===== src/rtl/fetch_pkg.sv =====
// Shared types and defaults for the instruction fetch stage.
package fetch_pkg;

   localparam int unsigned XLEN = 32;
   localparam int unsigned PC_STEP_DEF = 4;
   localparam logic [XLEN-1:0] RESET_PC_DEF = 32'h0000_0000;

   // Occupancy counter width for the two-entry output queue (0..2).
   localparam int unsigned CNT_W = 2;

   typedef struct packed {
      logic [XLEN-1:0] pc;
      logic [XLEN-1:0] instr;
   } fetch_pkt_t;

endpackage


===== src/rtl/fetch_skid_q.sv =====
// Two-entry FIFO of tagged fetch packets; entry 0 is always the head.
module fetch_skid_q
   import fetch_pkg::*;
(
   input  logic             clk,
   input  logic             rst_n,
   input  logic             flush,
   input  logic             push,
   input  fetch_pkt_t       push_pkt,
   input  logic             pop,
   output fetch_pkt_t       head_pkt,
   output logic [CNT_W-1:0] count
);

   fetch_pkt_t       ent_q [2];
   fetch_pkt_t       ent_d [2];
   logic [CNT_W-1:0] count_q;
   logic [CNT_W-1:0] count_d;

   // Shift-on-pop storage; flush wins over any same-cycle push.
   always_comb begin
      ent_d   = ent_q;
      count_d = count_q;
      if (flush) begin
         count_d = '0;
      end else begin
         case ({push, pop})
            2'b10: begin
               if (count_q == '0) ent_d[0] = push_pkt;
               else               ent_d[1] = push_pkt;
               count_d = count_q + CNT_W'(1);
            end
            2'b01: begin
               ent_d[0] = ent_q[1];
               count_d  = count_q - CNT_W'(1);
            end
            2'b11: begin
               if (count_q == CNT_W'(1)) begin
                  ent_d[0] = push_pkt;
               end else begin
                  ent_d[0] = ent_q[1];
                  ent_d[1] = push_pkt;
               end
            end
            default: ;
         endcase
      end
   end

   always_ff @(posedge clk) begin
      ent_q <= ent_d;
   end

   always_ff @(posedge clk) begin
      if (!rst_n) count_q <= '0;
      else        count_q <= count_d;
   end

   // The controller's issue rule must never let the queue overflow.
   always_ff @(posedge clk) begin
      if (rst_n && !flush && push && !pop) begin
         assert (count_q != CNT_W'(2)) else $error("fetch_skid_q: push into full queue");
      end
   end

   assign head_pkt = ent_q[0];
   assign count    = count_q;

endmodule


===== src/rtl/fetch_ctrl.sv =====
// Fetch stage controller: issues instruction-memory reads, tags responses with
// their PC, queues them for decode and handles redirect, halt and reset.
module fetch_ctrl
   import fetch_pkg::*;
#(
   parameter logic [XLEN-1:0] RESET_PC  = RESET_PC_DEF,
   parameter int unsigned     PC_STEP   = PC_STEP_DEF,
   parameter int unsigned     BUF_DEPTH = 2
) (
   input  logic            clk,
   input  logic            rst_n,
   output logic            mem_en,
   output logic [XLEN-1:0] mem_pc,
   input  logic [XLEN-1:0] mem_instr,
   input  logic            redirect_valid,
   input  logic [XLEN-1:0] redirect_pc,
   input  logic            halt,
   output logic            out_valid,
   input  logic            out_ready,
   output logic [XLEN-1:0] out_pc,
   output logic [XLEN-1:0] out_instr,
   output logic            misalign_err,
   output logic            idle
);

   if (BUF_DEPTH != 2) begin : g_bad_depth
      $error("fetch_ctrl: BUF_DEPTH must be 2");
   end

   logic [XLEN-1:0]  pc_q, pc_d;
   logic [XLEN-1:0]  req_pc_q, req_pc_d;
   logic             infl_q, infl_d;
   logic             kill_q, kill_d;
   logic             misalign_q, misalign_d;

   logic             valid;
   logic             pop;
   logic             push;
   logic             issue;
   logic [2:0]       occ;
   logic [CNT_W-1:0] q_count;
   fetch_pkt_t       head_pkt;
   fetch_pkt_t       push_pkt;

   // Occupancy after this cycle's pop counts the in-flight read as a held slot.
   always_comb begin
      valid    = rst_n & (q_count != '0) & ~redirect_valid;
      pop      = valid & out_ready;
      push     = infl_q & ~kill_q;
      occ      = 3'(q_count) + 3'(infl_q) - 3'(pop);
      issue    = rst_n & ~halt & ~redirect_valid & (occ < 3'd2);
      push_pkt = '{pc: req_pc_q, instr: mem_instr};

      pc_d       = pc_q;
      req_pc_d   = req_pc_q;
      infl_d     = 1'b0;
      kill_d     = 1'b0;
      misalign_d = 1'b0;

      if (redirect_valid) begin
         pc_d       = {redirect_pc[XLEN-1:2], 2'b00};
         kill_d     = infl_q;
         misalign_d = |redirect_pc[1:0];
      end else if (issue) begin
         infl_d   = 1'b1;
         req_pc_d = pc_q;
         pc_d     = pc_q + XLEN'(PC_STEP);
      end
   end

   always_ff @(posedge clk) begin
      if (!rst_n) begin
         pc_q       <= RESET_PC;
         req_pc_q   <= RESET_PC;
         infl_q     <= 1'b0;
         kill_q     <= 1'b0;
         misalign_q <= 1'b0;
      end else begin
         pc_q       <= pc_d;
         req_pc_q   <= req_pc_d;
         infl_q     <= infl_d;
         kill_q     <= kill_d;
         misalign_q <= misalign_d;
      end
   end

   fetch_skid_q u_skid_q (
      .clk      (clk),
      .rst_n    (rst_n),
      .flush    (redirect_valid),
      .push     (push),
      .push_pkt (push_pkt),
      .pop      (pop),
      .head_pkt (head_pkt),
      .count    (q_count)
   );

   assign mem_en       = issue;
   assign mem_pc       = pc_q;
   assign out_valid    = valid;
   assign out_pc       = head_pkt.pc;
   assign out_instr    = head_pkt.instr;
   assign misalign_err = misalign_q;
   assign idle         = rst_n & halt & ~infl_q & (q_count == '0);

endmodule


===== config.mk =====
export PLATFORM = sky130hd
export DESIGN_NAME = fetch_ctrl
export DESIGN_NICKNAME = d
export VERILOG_FILES = /design/src/rtl/fetch_pkg.sv /design/src/rtl/fetch_skid_q.sv /design/src/rtl/fetch_ctrl.sv
export SDC_FILE = /design/constraint.sdc
export NUM_CORES = 1
export LEC_CHECK = 0
export ABC_AREA = 1
export BUFFER_PORTS_ARGS = -buffer_cell sky130_fd_sc_hd__buf_4
export CAP_MARGIN = 20
export CORE_MARGIN = 2
export CORE_UTILIZATION = 37
export CTS_BUF_LIST = sky130_fd_sc_hd__clkbuf_2
export CTS_CLUSTER_DIAMETER = 60
export DETAILED_ROUTE_END_ITERATION = 12
export SYNTH_ARGS = -nofsm -noshare
export SYNTH_HDL_FRONTEND = slang
export SYNTH_SLANG_ARGS = --single-unit
export TNS_END_PERCENT = 50

===== constraint.sdc =====
create_clock -name clk -period 6.54 [get_ports clk]
set_clock_uncertainty 0.1 [all_clocks]
set_input_delay 1.635 -clock clk [delete_from_list [all_inputs] [get_ports clk]]
set_output_delay 1.635 -clock clk [all_outputs]
set_load 0.02 [all_outputs]

== Word level (Yosys, flattened, before mapping) ==
Cells that the tools add are included.

* Register bits: 197
* Bits of input ports: 69
* Output and inout port bits: 100
* Word-level logic and storage cells: 61

* Add/subtract/negate cells: 5
* Order comparisons: 1
* Equal/unequal tests: 7
* Mux-type cells: 10
* Bitwise logic cells: 15
* Reductions and logical operators: 12

{| class="wikitable"
|+ Operator list
! operator !! number
|-
| $mux 64 || 4
|-
| $pmux 64 s3 || 1
|-
| $pmux 64 s2 || 1
|-
| $mux 32 || 2
|-
| $add 32x3->32 const B || 1
|-
| $and 1x1->1 || 10
|-
| $reduce_bool 2->1 || 4
|-
| $ne 2x2->1 const B || 3
|-
| $not 1->1 || 5
|-
| $eq 2x1->1 const B || 2
|-
| $eq 2x2->1 const B || 2
|-
| $pmux 2 s2 || 1
|-
| $reduce_and 2->1 || 2
|-
| $reduce_and 4->1 || 1
|-
| $reduce_or 2->1 || 2
|-
| $add 2x1->3 || 1
|-
| $lt 3x2->1 const B || 1
|-
| $reduce_and 3->1 || 1
|-
| $reduce_bool 3->1 || 1
|-
| $sub 3x1->3 || 1
|-
| $add 2x1->2 const B || 1
|-
| $logic_not 2->1 || 1
|-
| $sub 2x1->2 const B || 1
|-
| $mux 1 || 1
|}

== Logic depth before layout (Yosys ltp) ==
Gate-level depths: netlist of run 1.

* Word-level depth: 9
* Mapped depth: 18

== Cells and area by module ==
From an unflattened synthesis of run 1, not the netlist that was laid out.

* Cells, all modules: 995
* Area total of the unflattened synthesis: 8964.8 um^2

{| class="wikitable"
|+ Modules (own cells, without submodules)
! module !! times used !! cells an instance !! area an instance (um^2) !! sequential area each (um^2)
|-
| fetch_skid_q || 1 || 446 || 5540.3 || 3883.7
|-
| fetch_ctrl || 1 || 549 || 3424.5 || 1261.2
|}

== Worst setup path before layout of run 1 ==
Ideal clock, no wire load.

* Path type: input to register
* From: input redirect_valid
* To: register u_skid_q.ent_q[0] in the netlist's numbering, enable pin
* Arrival: 5.384 ns
* Setup slack: 0.574 ns
* Cell stages on the path: 9
* Cell sequence: inv_2 nand2_2 nor2_2 nand2_2 clkbuf_1 ha_1 o21ai_0 nand2_1 nor2_1

* Word-level cells in the longest chain between the ends: 6

{| class="wikitable"
|+ RTL lines
! item !! RTL line !! text
|-
| start, declared || fetch_ctrl.sv:15 || <nowiki>input logic redirect_valid,</nowiki>
|-
| $not 1->1 (no source line) (*) || n/a ||
|-
| $and 1x1->1 (*) || fetch_ctrl.sv:47 || <nowiki>valid = rst_n & (q_count != '0) & ~redirect_valid;</nowiki>
|-
| named net out_valid || fetch_ctrl.sv:18 || <nowiki>output logic out_valid,</nowiki>
|-
| $and 1x1->1 (*) || fetch_ctrl.sv:48 || <nowiki>pop = valid & out_ready;</nowiki>
|-
| $eq 2x2->1 || fetch_skid_q.sv:27 || <nowiki>case ({push, pop})</nowiki>
|-
| $ne 2x2->1 (no source line) or $reduce_bool 2->1 (tied branches) || n/a ||
|-
| $reduce_and 4->1 (no source line) (*) || n/a ||
|-
| end signal, assigned || fetch_skid_q.sv:51 || <nowiki>ent_q <= ent_d;</nowiki>
|-
| end, declared || fetch_skid_q.sv:15 || <nowiki>fetch_pkt_t ent_q [2];</nowiki>
|}

The timed path passes the listed nets; every way through them passes the cells marked *.
A chain may end at the register's enable or synchronous reset.

== Worst setup path in the final report of run 1 ==
* From: input redirect_valid
* To: output mem_en

* Word-level cells in the longest chain between the ends: 6

{| class="wikitable"
|+ RTL lines
! item !! RTL line !! text
|-
| $not 1->1 (no source line) (*) || n/a ||
|-
| $and 1x1->1 || fetch_ctrl.sv:47 ||
|-
| $and 1x1->1 || fetch_ctrl.sv:48 ||
|-
| $sub 3x1->3 || fetch_ctrl.sv:50 || <nowiki>occ = 3'(q_count) + 3'(infl_q) - 3'(pop);</nowiki>
|-
| $lt 3x2->1 || fetch_ctrl.sv:51 || <nowiki>issue = rst_n & ~halt & ~redirect_valid & (occ < 3'd2);</nowiki>
|-
| $and 1x1->1 (*) || fetch_ctrl.sv:51 ||
|-
| end, declared || fetch_ctrl.sv:12 || <nowiki>output logic mem_en,</nowiki>
|}

Every way passes the cells marked *; elsewhere a longest branch is shown, timed or not.

==> metrics, run 1 <==
status finished, final reports clean; power per cell area around 220 nW/um^2; Post-synth EDFFs about 120; Die Ht between 150 and 200 um; Final Net Count approximately 1100; DRT Wirelength 20900 um; R2R Setup Slk 2.61 ns; sequential share of the synthesized area 57.9%; worst-path fanout max 15; CTS root buffer clkbuf_2; Clock Sinks 189; H-tree lvl count 4; Place WS ~0.85 ns; vias in the first global route just under 6000; die area roughly 25000 sq um; RSZ-0062 raised after global routing no; layout cells sized above 1 a little over a fifth; post-cts resize count 0; DRC errors left 0; CP startpoint redirect_valid; crit start category primary input; commonest non-fill, non-tap cell in the layout buf_4; leak pwr around 4.2 nW; R2R depth 18; Yosys top cell by area edfxtp_1; post-CTS setup buffer count 0; synthesized flop and latch total roughly 190; Worst path max stage delay around 0.48 ns; first-pass GRT wire length ~32000 um; yosys warns 0; via count 6305; antenna violations before repair 1; crit path DAT 3.94 ns; largest net degree at the start of global routing between 60 and 70; dpl hpwl 14000 um; GRT Residual Overflow 0; # rows 56; CP cell instances buf_4 -> inv_2 -> nand2_2 -> nor2_2 -> nand2_2 -> inv_1 -> ha_1 -> or2_2 -> fa_1 -> nand2_1 -> nor2_1 -> nand2_2 -> inv_2 -> buf_4; Slew Limit Fails 0; setup TNS 0 ns; DRT iter0 DRCs about 400; Netlist cell types 34; IO buf count about 160; clk slew on worst S/H paths 0.29 ns; period utilisation layout a little under 90%; # IOs 169; CTS Buffer Depth 2; die width 157 um; hold buffers post-CTS 0; drt pass-1 iters 4; max cap viols 0; Detail Route Antenna Nets 0; Peak Freq approximately 180 MHz; max_slew headroom a little under two fifths; Avg Cell Area, Syn 9.17 sq um; minimum clock period between 5 and 6 ns; area delta synth->final 15.3%; Slowest-stage cell, CP fa_1; Sw Pwr about 0.00056 W; placer congestion estimate 0.835; worst setup margin between 0.8 and 0.9 ns; Setup Viol. Count Final 0; clock network fraction of total power between 20% and 30%; Critical Path RT roughly 4.8 ns; fraction of registers with async set/reset 0%; Worst-Skew Late Latency about 0.76 ns; worst setup path endpoint mem_en; synthesized netlist cell count between 900 and 1000; WL/cell 15.2 um; Primary FF master, synth edfxtp_1; reg2reg end mem_pc[16]$_SDFFE_PN0P_; Initial Util 37.3%; reg2reg start u_skid_q.count[1]$_SDFFE_PP0P_; Num CTS Buffers 17; area of the core 23300 sq um; crit end category primary output; CTS tree done; Cell Area, Synth 8670 sq um; Max rail drop VDD 0.115 mV; Hold Violations, Final 0; Area contributors post-synth edfxtp_1 43%, dfxtp_1 15%, o21ai_0 7.7%; worst-margin pin slew 0.934 ns; WS Path Type primary input to primary output; Gate power share 9.6%; Vias per Instance ~4.6; cell repeated most along the worst path nand2_2; Sw Ratio between 20 and 30%; Synth top area share 42.9%; Total GRT Usage ~17%; Int Pwr 0.00161 W; highest-count cells in the layout ignoring fill and taps 173 x buf_4, 144 x nand2_1, 137 x inv_1; worst hold path class register to register; Reg power frac about three fifths
worst max-delay path: cells and delay by family:
family	cells	cell delay, ns
and+or+nand+nor	7	0.85
buffers and inverters	5	0.69
adders and majority gates	2	0.74
area by class of cell:
type | count | area [sq um]
flip-flops and latches | 189 | 5020
fillers | 2336 | 13300
clock inverters | 13 | 163
diodes | 1 | 2.50
repair buffers | 173 | 1300
clock buffers | 19 | 95.1
well taps | 319 | 399
inverters | 141 | 529
multi-input cells | 516 | 2490
synth_stat cells, types with 12 or more instances:
master      n
a21oi_1    25
buf_4      66
clkbuf_1   26
dfxtp_1    65
edfxtp_1  124
inv_1     138
nand2_1   144
nand3_1    44
nor2_1     92
o21ai_0   134
o22ai_1    12
per-stage QoR:
stage	hold WS [ns]	util [%]	area [sq um]	power, W	std cells
2_1_floorplan	0.308	-	8680	0.00148	949
3_3_place_gp	0.310	41.9	9740	0.00156	1338
3_5_place_dp	0.314	41.9	9740	0.00157	1338
4_1_cts	0.334	43.0	10000	0.00220	1370
5_1_grt	0.357	43.0	10000	0.00227	1371
6_report	0.334	43.0	10000	0.00217	1371
flip-flops by register name, indices dropped and copies added, names as in the netlist:
name / flops
req_pc_q: 30
u_skid_q.head_pkt: 62
infl_q: 1
misalign_err: 1
u_skid_q.ent_q: 62
u_skid_q.count: 2
mem_pc: 30
kill_q: 1
per-layer routing:
metal,share of wire [%],GRT usage (%),wire (um),up-vias
met3,6.4,3.80,1340,21
met1,45,22.6,9460,2895
met4,1.6,5.32,341,0
met5,0,0,0,-
li1,-,-,-,3217
met2,47,27.9,9760,172
power by group through the flow:
stage | logic (W) | clock network (W) | registers (W)
final | 0.000208 | 0.000630 | 0.00133
after global routing | 0.000232 | 0.000698 | 0.00134
after CTS | 0.000211 | 0.000656 | 0.00133
after detailed placement | 0.000210 | 0 | 0.00136
after global placement | 0.000207 | 0 | 0.00136
after floorplan | 0.000112 | 0 | 0.00136
logic make-up (layout without fill, tap and decap cells):
kind of cell | after synthesis | after routing | synth area share, %
AOI/OAI and AO/OA | 187 | 187 | 11.3
xor gates and xnor gates | 7 | 7 | 0.707
buffers and inverters | 244 | 346 | 13.7
other | 1 | 5 | 0.0432
and+or+nand+nor | 309 | 309 | 14.9
adders and majority gates | 9 | 9 | 1.38
DFF | 189 | 189 | 57.9
worst min path at each step:
stage                                              end  cells after the start                      start
after floorplan           u_skid_q.ent_q[42]$_DFFE_PP_                      0  req_pc_q[10]$_SDFFE_PN0P_
after global placement    u_skid_q.ent_q[45]$_DFFE_PP_                      0  req_pc_q[13]$_SDFFE_PN0P_
after detailed placement  u_skid_q.ent_q[63]$_DFFE_PP_                      0  req_pc_q[31]$_SDFFE_PN0P_
after CTS                 u_skid_q.ent_q[47]$_DFFE_PP_                      0  req_pc_q[15]$_SDFFE_PN0P_
after global routing      u_skid_q.ent_q[47]$_DFFE_PP_                      0  req_pc_q[15]$_SDFFE_PN0P_
final                     u_skid_q.ent_q[47]$_DFFE_PP_                      0  req_pc_q[15]$_SDFFE_PN0P_
Note: power is estimated with default switching activity, not from simulation.
==> run 2: changes to the inputs <==
--- a/config.mk
+++ b/config.mk
@@ -15,5 +15,6 @@
 export DETAILED_ROUTE_END_ITERATION = 12
 export SYNTH_ARGS = -nofsm -noshare
 export SYNTH_HDL_FRONTEND = slang
+export SYNTH_HIERARCHICAL = 1
 export SYNTH_SLANG_ARGS = --single-unit
 export TNS_END_PERCENT = 50
==> run 2 against run 1 <==
Utilization grew 0.43 points. Clock-buffer cell count shrank 1. Sequential cell count grew 4. Hold slack gained 0.042 ns. Sequential power grew 3%. Final cell count grew 3.6%. Via count grew 7.1%. Synthesized cell count grew 5.2%. Routed wire length grew 0.92%.
==> metrics, run 2 <==
IO buf count 166 (+1.2%); Worst path max stage delay 0.49 ns (about the same); CTS tree done; minimum clock period 6.12 ns (+0.443 ns); Slowest-stage cell, CP nor3b_1; Vias per Instance 4.75 (+3.4%); CTS Buffer Depth 2 (unchanged); # fillers 2352 (+0.68%); Primary FF master, synth edfxtp_1; CTS root buffer clkbuf_2; GRT Residual Overflow 0 (unchanged); Num CTS Buffers 17 (unchanged); crit path DAT 4.38 ns (+0.44 ns); DRC errors left 0 (unchanged); DRT iter0 DRCs 457 (+13%); Sw Pwr 0.000597 W (+6.1%); die width 160 um (+1.6%); Netlist cell types 36 (+5.9%); Cell Area, Synth 8960 sq um (+3.4%); die area 25500 sq um (+3.3%); status finished, final reports clean; Total GRT Usage 16.5% (-0.50 points); Sw Ratio 27.3% (+1.4 points); Post-synth EDFFs 128 (+3.2%); crit start category primary input; Placed Area 10000 sq um (+2.8%); WL/cell 14.9 um (-2.6%); max_slew headroom 31.8% (-5.9 points); Clock Sinks 193 (+2.1%); Commonest cells post-synth 256 x nand2_1, 145 x nand3_1, 128 x edfxtp_1; yosys warns 6 (+6); top-count cell post-synth nand2_1; period utilisation layout 93.6% (+6.8 points); # IOs 169 (unchanged); Die Ht 160 um (+1.6%); setup TNS 0 ns (unchanged); worst hold path class register to register; area delta synth->final 14.4%; Avg Cell Area, Syn 9.01 sq um (-1.7%); clk slew on worst S/H paths 0.29 ns (about the same); Initial Util 38.0% (+0.68 points); drt pass-1 iters 5 (+1); area of the core 23600 sq um (+1.5%); first-pass GRT wire length 33400 um (+4.7%); sequential share of the synthesized area 57.4% (-0.54 points); Detail Route Antenna Nets 0 (unchanged); post-CTS setup buffer count 0 (unchanged); Slew Limit Fails 0 (unchanged); Int Pwr 0.00159 W (-1.3%); Hold Slack 0.376 ns (+0.0418 ns); Gate power share 10.3% (+0.7 points); antenna violations before repair 1 (unchanged); via count 6752 (+7.1%); synthesized netlist cell count 995 (+5.2%); fraction of registers with async set/reset 0% (unchanged); layout cells sized above 1 20.7% (-0.18 points); Max rail drop VDD 0.0835 mV (-28%); Worst-Skew Late Latency 0.76 ns (about the same); clock network fraction of total power 26.8% (-2.2 points); H-tree lvl count 4 (unchanged); Top delay family on crit path simple AND/OR/NAND/NOR gates; worst-path fanout max 32 (+17); Peak Freq 163 MHz (-7.2%); post-route cell area 10300 sq um (+2.5%); Final Net Count 1165 (+4.4%); power per cell area 213 nW/um^2 (-1.8%); RSZ-0062 raised after global routing no; leak pwr 4.33 nW (+3.7%); Hold Violations, Final 0 (unchanged); DRT Wirelength 21100 um (+0.92%); placer congestion estimate 0.841 (+0.63%); Synth top area share 42.9% (-0.056 points); highest-count cells in the layout ignoring fill and taps 256 x nand2_1, 173 x buf_4, 145 x nand3_1; commonest non-fill, non-tap cell in the layout nand2_1; Reg power frac 62.9% (+1.5 points); Area contributors post-synth edfxtp_1 43%, dfxtp_1 15%, nand2_1 11%; WS Path Type primary input to primary output; vias in the first global route 6159 (+5.2%); post-cts resize count 0 (unchanged); dpl hpwl 14600 um (+3.9%); crit end category primary output; Buf+Inv Stages, Crit Path 4 (-1); worst-margin pin slew 1.02 ns (+0.0873 ns); CP cell instances buf_4 -> inv_2 -> nand2_2 -> nor3b_1 -> ha_1 -> or2_2 -> fa_1 -> nand2_1 -> nor2_4 -> nand2_4 -> inv_2 -> buf_4; Setup Viol. Count Final 0 (unchanged); Critical Path RT 4.81 ns (about the same); # rows 56 (unchanged); max cap viols 0 (unchanged); synthesized flop and latch total 193 (+2.1%); largest net degree at the start of global routing 65 (-5.8%); Yosys top cell by area edfxtp_1; hold buffers post-CTS 0 (unchanged)
[run 2: path summary, 6_finish.rpt]
check	slack [ns]	cells past startpoint	endpoint	start
worst max register to register	2.74	15	mem_pc[16]$_SDFFE_PN0P_	u_skid_q/count[0]$_SDFFE_PP0P_
worst max-delay path	0.42	12	mem_en	redirect_valid
worst min-delay path	0.38	0	u_skid_q/ent_q[59]$_DFFE_PP_	req_pc_q[27]$_SDFFE_PN0P_
worst min register to register	0.38	0	u_skid_q/ent_q[59]$_DFFE_PP_	req_pc_q[27]$_SDFFE_PN0P_
[run 2: area by class of cell]
class / count / area (sq um) / share of cell area, %
Antenna cell: 2 / 5.00 / 0.0488
Clock buffer: 18 / 90.1 / 0.878
Clock inverter: 14 / 145 / 1.42
Inverter: 88 / 330 / 3.22
Multi-Input combinational cell: 612 / 2820 / 27.4
Sequential cell: 193 / 5140 / 50.2
Tap cell: 319 / 399 / 3.89
Timing Repair Buffer: 174 / 1330 / 12.9
[run 2: worst register-to-register path, delay by kind of cell, from the launching register on]
family	cells	cell delay, ns
adders and majority gates	2	0.76
DFF	1	0.50
buffers and inverters	3	0.69
and+or+nand+nor	10	1.74
[run 2: kinds of logic (layout without fill, tap and decap cells)]
logic type,after synthesis,after routing,share of synthesized area [%]
simple gates,529,529,25.3
compound gates,65,65,3.96
fa+ha+maj,10,10,1.48
other cells,1,8,0.0418
buf+inv,195,294,11.7
flops,193,193,57.4
xor+xnor,2,2,0.195
[run 2: routing by layer]
layer  track usage, %  wire (um)  vias to the layer above
met5                0          0                        -
met4             3.93        262                        0
met3             3.53       1450                       19
met2             26.0       9540                      264
met1             23.5       9840                     3085
li1                 -          -                     3384
[run 2: power by group through the flow]
| stage | sequential, W | combinational, W | clock, W |
|---|---|---|---|
| 2_1_floorplan | 0.00140 | 0.000128 | 0 |
| 3_3_place_gp | 0.00140 | 0.000222 | 0 |
| 3_5_place_dp | 0.00140 | 0.000227 | 0 |
| 4_1_cts | 0.00137 | 0.000227 | 0.000611 |
| 5_1_grt | 0.00138 | 0.000251 | 0.000652 |
| 6_report | 0.00137 | 0.000225 | 0.000587 |
[run 2: metrics by stage]
step	total power (W)	setup WS [ns]	util (%)	std cells
detailed placement	0.00163	0.430	42.4	1386
global placement	0.00162	0.538	42.3	1385
CTS	0.00221	0.417	43.4	1418
global route	0.00228	0.276	43.4	1420
floorplan	0.00153	-0.0127	-	1000
finish	0.00219	0.420	43.4	1420
